File: config.mk
export PLATFORM = sky130hd
export DESIGN_NAME = md4_msg_padder_flat
export DESIGN_NICKNAME = d
export VERILOG_FILES = /design/src/rtl/md4_msg_padder_pkg.sv /design/src/rtl/md4_msg_padder_if.sv /design/src/rtl/md4_msg_padder_pad_buffer.sv /design/src/rtl/md4_msg_padder.sv /design/src/flat_wrapper.sv
export SDC_FILE = /design/constraint.sdc
export NUM_CORES = 1
export LEC_CHECK = 0
export ABC_CLOCK_PERIOD_IN_PS = 4100
export CELL_PAD_IN_SITES_DETAIL_PLACEMENT = 1
export CELL_PAD_IN_SITES_GLOBAL_PLACEMENT = 1
export CORE_MARGIN = 3
export CORE_UTILIZATION = 35
export CTS_CLUSTER_DIAMETER = 200
export DETAILED_ROUTE_END_ITERATION = 6
export PLACE_DENSITY = 0.83
export SLEW_MARGIN = 40
export SYNTH_ARGS = -nofsm -noshare
export SYNTH_HDL_FRONTEND = slang
export SYNTH_SLANG_ARGS = --single-unit
File: constraint.sdc
create_clock -name clk -period 4.1 [get_ports clk]
set_input_delay 0.615 -clock clk [delete_from_list [all_inputs] [get_ports clk]]
set_output_delay 0.615 -clock clk [all_outputs]
set_load 0.005 [all_outputs]
File: src/rtl/md4_msg_padder_pkg.sv
// md4_msg_padder_pkg: shared types and constants for the MD4 message padder.
// State enum, block geometry and the byte-to-bit-lane mapping of the 512-bit block.
package md4_msg_padder_pkg;

    typedef enum logic [1:0] {
        ST_FILL = 2'd0,
        ST_PAD  = 2'd1,
        ST_LEN  = 2'd2,
        ST_EMIT = 2'd3
    } md4_state_e;

    localparam int         MD4_BLK_BYTES = 64;
    localparam int         MD4_LEN_OFS   = 56;
    localparam logic [7:0] MD4_PAD_BYTE  = 8'h80;

    // Bit offset of message byte n inside blk_data: word n/4 sits at
    // [511-32w -: 32] and the byte occupies bits [8*(n%4) +: 8] of that word.
    function automatic int byte_lane(input int n);
        return 480 - 32 * (n / 4) + 8 * (n % 4);
    endfunction

endpackage

File: src/rtl/md4_msg_padder_if.sv
// md4_msg_padder_if: byte input stream and block output stream of the padder.
// Handshake rule for both streams: a transfer happens on a rising clk edge
// where valid && ready; the source holds data/last stable while valid && !ready.
interface md4_msg_padder_if;

    logic         in_valid;
    logic         in_ready;
    logic [7:0]   in_data;
    logic         in_last;

    logic         blk_valid;
    logic         blk_ready;
    logic [511:0] blk_data;
    logic         blk_last;

    // Host / downstream side: drives bytes in, accepts blocks out.
    modport master (
        output in_valid, in_data, in_last, blk_ready,
        input  in_ready, blk_valid, blk_data, blk_last
    );

    // Padder side.
    modport slave (
        input  in_valid, in_data, in_last, blk_ready,
        output in_ready, blk_valid, blk_data, blk_last
    );

endinterface

File: src/rtl/md4_msg_padder_pad_buffer.sv
// md4_msg_padder_pad_buffer: 64 x 8 block register file.
// Supports a single byte write, 0x80 + zero fill from an index upward,
// a 64-bit little-endian length write into bytes 56..63, clear-all,
// and a packed 512-bit read in the core's word order.
module md4_msg_padder_pad_buffer
    import md4_msg_padder_pkg::*;
(
    input  logic         clk,
    input  logic         reset_n,
    input  logic         wr_en,
    input  logic [5:0]   wr_idx,
    input  logic [7:0]   wr_data,
    input  logic         pad_en,
    input  logic [5:0]   pad_idx,
    input  logic         len_en,
    input  logic [63:0]  len_val,
    input  logic         clr,
    output logic [511:0] data
);

    logic [7:0] mem [MD4_BLK_BYTES];

    // Byte storage; later statements win, so the length field overrides
    // both the pad fill and the clear in the same cycle.
    always_ff @(posedge clk or negedge reset_n) begin
        if (!reset_n) begin
            for (int i = 0; i < MD4_BLK_BYTES; i++) begin
                mem[i] <= '0;
            end
        end else begin
            for (int i = 0; i < MD4_BLK_BYTES; i++) begin
                if (wr_en && (wr_idx == 6'(i))) begin
                    mem[i] <= wr_data;
                end
                if (clr) begin
                    mem[i] <= '0;
                end
                if (pad_en && (6'(i) >= pad_idx)) begin
                    mem[i] <= (6'(i) == pad_idx) ? MD4_PAD_BYTE : 8'h00;
                end
            end
            for (int k = 0; k < 8; k++) begin
                if (len_en) begin
                    mem[MD4_LEN_OFS + k] <= len_val[8*k +: 8];
                end
            end
        end
    end

    // Packed read in the message-word layout the core consumes.
    always_comb begin
        data = '0;
        for (int n = 0; n < MD4_BLK_BYTES; n++) begin
            data[byte_lane(n) +: 8] = mem[n];
        end
    end

endmodule

File: src/rtl/md4_msg_padder.sv
// md4_msg_padder: byte-stream front end for the MD4 core.
// Collects message bytes, applies MD4 padding (0x80, zeros, 64-bit LE bit
// length) and emits 512-bit blocks with a last flag on the length block.
// Optional feature macro: MD4_PAD_ZERO_LEN_EN adds a msg_empty input that
// requests the padding block of a zero-length message.
module md4_msg_padder
    import md4_msg_padder_pkg::*;
#(
    parameter int CNT_W = 32
) (
    input  logic               clk,
    input  logic               reset_n,
    md4_msg_padder_if.slave    bus,
    output logic               busy,
    output md4_state_e         dbg_state
`ifdef MD4_PAD_ZERO_LEN_EN
    ,
    input  logic               msg_empty
`endif
);

    md4_state_e         state, state_d;
    logic [5:0]         ptr, ptr_d;
    logic [CNT_W-1:0]   count, count_d;
    logic               last_q, last_d;
    logic               pad_pend, pad_pend_d;
    logic               len_pend, len_pend_d;

    logic               buf_wr, buf_pad, buf_len, buf_clr;
    logic [63:0]        len_bits;
    logic [511:0]       buf_data;

    // Bit length of the message; byte count wraps mod 2^CNT_W.
    assign len_bits = 64'(count) << 3;

    md4_msg_padder_pad_buffer u_buf (
        .clk     (clk),
        .reset_n (reset_n),
        .wr_en   (buf_wr),
        .wr_idx  (ptr),
        .wr_data (bus.in_data),
        .pad_en  (buf_pad),
        .pad_idx (ptr),
        .len_en  (buf_len),
        .len_val (len_bits),
        .clr     (buf_clr),
        .data    (buf_data)
    );

    assign bus.in_ready  = (state == ST_FILL);
    assign bus.blk_valid = (state == ST_EMIT);
    assign bus.blk_last  = (state == ST_EMIT) && last_q;
    assign bus.blk_data  = buf_data;
    assign busy          = (state != ST_FILL) || (ptr != '0);
    assign dbg_state     = state;

    // State and counter registers.
    always_ff @(posedge clk or negedge reset_n) begin
        if (!reset_n) begin
            state    <= ST_FILL;
            ptr      <= '0;
            count    <= '0;
            last_q   <= 1'b0;
            pad_pend <= 1'b0;
            len_pend <= 1'b0;
        end else begin
            state    <= state_d;
            ptr      <= ptr_d;
            count    <= count_d;
            last_q   <= last_d;
            pad_pend <= pad_pend_d;
            len_pend <= len_pend_d;
        end
    end

    // Next-state logic and buffer control.
    always_comb begin
        state_d    = state;
        ptr_d      = ptr;
        count_d    = count;
        last_d     = last_q;
        pad_pend_d = pad_pend;
        len_pend_d = len_pend;
        buf_wr     = 1'b0;
        buf_pad    = 1'b0;
        buf_len    = 1'b0;
        buf_clr    = 1'b0;

        case (state)
            ST_FILL: begin
                if (bus.in_valid) begin
                    buf_wr  = 1'b1;
                    ptr_d   = ptr + 6'd1;
                    count_d = count + CNT_W'(1);
                    if (ptr == 6'd63) begin
                        // Full data block; padding (if this was the last
                        // byte) goes into a fresh block after it leaves.
                        state_d    = ST_EMIT;
                        last_d     = 1'b0;
                        pad_pend_d = bus.in_last;
                    end else if (bus.in_last) begin
                        state_d = ST_PAD;
                    end
                end
`ifdef MD4_PAD_ZERO_LEN_EN
                // A real byte takes precedence over an empty-message request.
                else if (msg_empty && (ptr == '0) && (count == '0)) begin
                    state_d = ST_PAD;
                end
`endif
            end

            ST_PAD: begin
                buf_pad = 1'b1;
                state_d = ST_EMIT;
                if (ptr <= 6'(MD4_LEN_OFS - 1)) begin
                    buf_len = 1'b1;
                    last_d  = 1'b1;
                end else begin
                    // No room for the length field: it gets its own block.
                    last_d     = 1'b0;
                    len_pend_d = 1'b1;
                end
            end

            ST_LEN: begin
                buf_clr    = 1'b1;
                buf_len    = 1'b1;
                state_d    = ST_EMIT;
                last_d     = 1'b1;
                len_pend_d = 1'b0;
            end

            ST_EMIT: begin
                if (bus.blk_ready) begin
                    if (last_q) begin
                        state_d    = ST_FILL;
                        ptr_d      = '0;
                        count_d    = '0;
                        last_d     = 1'b0;
                        pad_pend_d = 1'b0;
                        len_pend_d = 1'b0;
                    end else if (len_pend) begin
                        state_d = ST_LEN;
                    end else if (pad_pend) begin
                        state_d    = ST_PAD;
                        ptr_d      = '0;
                        pad_pend_d = 1'b0;
                    end else begin
                        state_d = ST_FILL;
                    end
                end
            end

            default: begin
                state_d = ST_FILL;
            end
        endcase
    end

endmodule
File: src/flat_wrapper.sv
// flat-port wrapper written by rule: the top's interface ports become plain ports
module md4_msg_padder_flat import md4_msg_padder_pkg::*;
#(
    parameter int CNT_W = 32
)
  (clk, reset_n, busy, dbg_state, bus_in_valid, bus_in_data, bus_in_last, bus_blk_ready, bus_in_ready, bus_blk_valid, bus_blk_data, bus_blk_last);
  md4_msg_padder_if bus_i ();
  input  logic clk;
  input  logic reset_n;
  output logic busy;
  output md4_state_e dbg_state;
  input wire logic [$bits(bus_i.in_valid)-1:0] bus_in_valid;
  input wire logic [$bits(bus_i.in_data)-1:0] bus_in_data;
  input wire logic [$bits(bus_i.in_last)-1:0] bus_in_last;
  input wire logic [$bits(bus_i.blk_ready)-1:0] bus_blk_ready;
  output wire logic [$bits(bus_i.in_ready)-1:0] bus_in_ready;
  output wire logic [$bits(bus_i.blk_valid)-1:0] bus_blk_valid;
  output wire logic [$bits(bus_i.blk_data)-1:0] bus_blk_data;
  output wire logic [$bits(bus_i.blk_last)-1:0] bus_blk_last;
  assign bus_i.in_valid = bus_in_valid;
  assign bus_i.in_data = bus_in_data;
  assign bus_i.in_last = bus_in_last;
  assign bus_i.blk_ready = bus_blk_ready;
  assign bus_in_ready = bus_i.in_ready;
  assign bus_blk_valid = bus_i.blk_valid;
  assign bus_blk_data = bus_i.blk_data;
  assign bus_blk_last = bus_i.blk_last;
  md4_msg_padder #(.CNT_W(CNT_W)) u_core (.clk(clk), .reset_n(reset_n), .bus(bus_i), .busy(busy), .dbg_state(dbg_state));
endmodule
==> results.txt <==
The run finished with clean final reports. The run gives 5 as the total iterations of the first detailed-routing run. Ranked by total cell area, the synthesized netlist is headed by dfrtp_1 (58%), a22o_1 (6.3%), nand2_1 (4.7%), o21ai_0 (3.7%), o2bb2ai_1 (2.4%). In the global route stage, overall resource usage came out at 30.2%. The setup slack after placement was 0.660 ns; the wire length of the first global-routing pass was 161,000 um. For this design the top-level I/O count stands at 531. The critical path goes through inv_2 -> ha_1 -> nand2b_1 -> nand2_1 -> o211ai_1 -> nand2b_1 -> mux2_2. The run gives 0 as the post-cts resize count.

The run gives 0.0241 mm2 as the synthesized cell area. In the layout the commonest cells are dfrtp_1 (554), clkdlybuf4s50_1 (529), nand2_1 (299), o21ai_0 (176), a22o_1 (173). Power spread over the standard cell area amounts to 611 mW/mm2.

Headroom to the max-slew limit: 40.9%. Across the routed clock network, the largest skew measured is 0.0358 ns. Setup repair after global routing left no endpoint under its margin. The number of inserted diodes was 0; the quantity of I/O buffers inserted on ports was 530. Largest vdd supply drop: 356 uV. The clock latency of the later-clocked register in the worst-skew pair was 0.64 ns; the fmax was 280 MHz. The number of nets in the layout is 2,747, and the final max-slew violation count is 0. The cell with the largest stage delay on the worst path is o211ai_1.

The tightest hold path in the finished design has a slack of 0.483 ns. The number of antenna violations at the first check in global routing came out at 1. The run gives 4.10 ns as the critical path data arrival time. The tools report the hold-fix buffer count after cts as 1. The congestion estimate from routability-driven global placement came to 0.979. The average wire length per cell after detail routing works out to 30.3 um. The post-synthesis sequential area ratio came out at 57.7%. At the worst endpoint, the required time is 4.62 ns.

The cell taking the most area after synthesis was dfrtp_1. After synthesis, the largest area contributor takes up 57.7% of total cell area. The routed layout has 21.6k vias.

Synthesized netlist cell count: 2,185. Across all setup checks in the final design, the least slack found is 0.525 ns. At the pin with the least slew margin, the transition time is 0.887 ns. In this run, the number of DRC markers left after iteration 0 of detailed routing was 2,054. After synthesis, the netlist uses 93 different library cells.

Synthesis produced a netlist with a net count of 2,207. In this design, the critical path's most frequently occurring cell is nand2b_1. For this run the aggregate overflow at the end of global routing stands at 0. The clock drives 555 sinks. For the area of the placeable core, the log shows 0.0676 mm2. The worst path needs 3.57 ns of the cycle, external delays included. The total of fill cells in the finished design is 7,114, and the routed wire length is 110,000 um. Sum of internal, switching and leakage power: 20.0 mW.

Entering global routing, the biggest net connects 129 pins. The synthesized area divided by synthesized cell count was 11.0 um2. The fraction of final layout cells with drive strength greater than 1 works out to 11.1%.

The number of hold violations in the final report came out at 0. In this design, the stage delay of the slowest critical-path cell is 0.71 ns. The number of standard cells in the final layout excluding fillers is 3,644.

The nature of the critical path endpoint was a flop. The tool flagged a number of max-cap violations equal to 0. Using the TritonRoute via totals, the vias-per-cell ratio works out to 5.92. The library cell used most frequently in the layout, excluding fill and tap cells, is dfrtp_1. TritonCTS built the clock tree. The overall die height was 268 um. The largest fanout of any net on the critical path came out at 13. The number of register bits inferred by synthesis was 555. Clock tree synthesis selected as its root buffer the cell clkbuf_16. The floorplan step set the die width to 268 um. The overall die area was 0.0720 mm2. For this design the static power due to leakage is 14.1 nW. The half-perimeter wire length after placement came out at 79,800 um.

Of all flip-flops after synthesis, the portion carrying an async set or reset was 100%. In the final timing run, aggregate negative setup slack is 0 ns. The post-placement cell area was 0.0306 mm2. The via count of the first global-routing pass came out at 23.0k. The path class of the tightest hold or removal check is reg2reg. The H-tree was split into 2 levels.

STA classifies the critical path startpoint as a flop. Clock-pin slew was measured on the worst setup and hold paths at 0.07 ns. Setup violations remaining at the end of the flow were counted as 0. The count of flip-flops with a built-in enable after synthesis is 0. The longest clock path from root to sink contains 3 buffers.

At the end of the flow the core is filled with cells to 48.3%. The worst setup path is of the reg2reg kind. Counting the buffers created by CTS gives 60.

The tools report the count of synthesis-stage warnings from yosys as 0. The worst path uses 87.2% of the clock period. Post-layout instance area: 0.0327 mm2. The most frequently used flop master after synthesis was dfrtp_1. The placement row count is 95, and the effective utilization at floorplan is 35.6%.

For this run, design rule violations remaining after detail routing come to 0. The tools report the remaining number of nets flagged by the antenna check after routing as 0. Relative to the synthesized area, the layout overhead comes to 35.7%.

The post-CTS setup repair buffer count is 0, and the cell total after placement is 3,534.
## logic make-up (layout without fill, tap and decap cells)
| group | after synthesis | after routing | share of synthesized area [%] |
|---|---|---|---|
| compound gates | 699 | 699 | 21.1 |
| simple gates | 664 | 664 | 13.5 |
| flops | 555 | 555 | 57.7 |
| buf+inv | 163 | 749 | 3.28 |
| mux | 77 | 77 | 3.33 |
| xor+xnor | 18 | 18 | 0.655 |
| fa+ha+maj | 9 | 9 | 0.468 |
## registers in the layout, summed over array words and instances (netlist names)
register,cells
u_core.dbg_state,2
u_core.count,32
u_core.last_q,1
u_core.len_pend,1
u_core.pad_pend,1
u_core.ptr,6
u_core.u_buf.data,512
## cell usage after synthesis (all sizes together), types with 6 or more instances
master / instances
a22o: 173
o22ai: 16
nand3: 53
and3: 20
clkbuf: 71
mux2i: 55
o211ai: 6
nand4: 9
a32o: 12
xnor2: 14
nor2b: 17
mux2: 22
nor3: 44
o2bb2ai: 65
nor4: 12
a22oi: 28
buf: 70
a21o: 14
a221oi: 8
or4: 6
a21oi: 118
nor2: 145
a31oi: 10
o31ai: 15
nand2: 304
nand2b: 14
inv: 22
o21ai: 186
and2: 13
ha: 9
a211oi: 11
a21boi: 6
a2bb2oi: 7
dfrtp: 555
and4: 6
## final cells by class
class	instances	area [um2]	share of cell area (%)
tap	873	1090	3.34
clock inverter	27	367	1.12
sequential	555	13900	42.5
inverter	22	82.6	0.253
clock buffer	81	1710	5.24
timing repair buffer	619	6070	18.6
multi-input combinational	1467	9470	29.0
## power breakdown
part	leakage, nW	internal (mW)	switching, mW	total (mW)
sequential	7.64	5.95	0.368	6.31
combinational	5.41	2.32	5.54	7.86
clock	1.01	3.42	2.36	5.78
total	14.1	11.7	8.27	20.0
## path summary, 6_finish.rpt
kind | startpoint | to | slack [ns] | depth (start not counted)
setup / recovery | u_core.ptr[0] | u_core.u_buf.data[183] | 0.53 | 7
hold / removal | u_core.u_buf.data[319] | u_core.u_buf.data[319] | 0.48 | 2
setup reg to reg | u_core.ptr[0] | u_core.u_buf.data[183] | 0.53 | 7
hold reg to reg | u_core.u_buf.data[319] | u_core.u_buf.data[319] | 0.48 | 2
max in group asynchronous | reset_n | u_core.u_buf.data[48] | 2.41 | 3
min in group asynchronous | reset_n | u_core.u_buf.data[502] | 0.54 | 2
## worst max-delay path, delay by kind of cell, from the launching register on
family,cells,cell delay [ns]
DFF,1,0.62
adders and majority gates,1,0.67
and+or+nand+nor,3,0.78
AOI/OAI and AO/OA,1,0.71
muxes,1,0.34
buffers and inverters,1,0.33
## per-layer routing
| layer | vias up | track usage [%] | part of all wire, % |
|---|---|---|---|
| met1 | 11216 | 38.5 | 40 |
| met2 | 1066 | 48.8 | 47 |
| met3 | 259 | 7.00 | 8.1 |
| met4 | 2 | 14.1 | 5.0 |
| met5 | - | 0 | 0.0082 |
| li1 | 9012 | - | - |
Power figures use the tool's default switching activity.
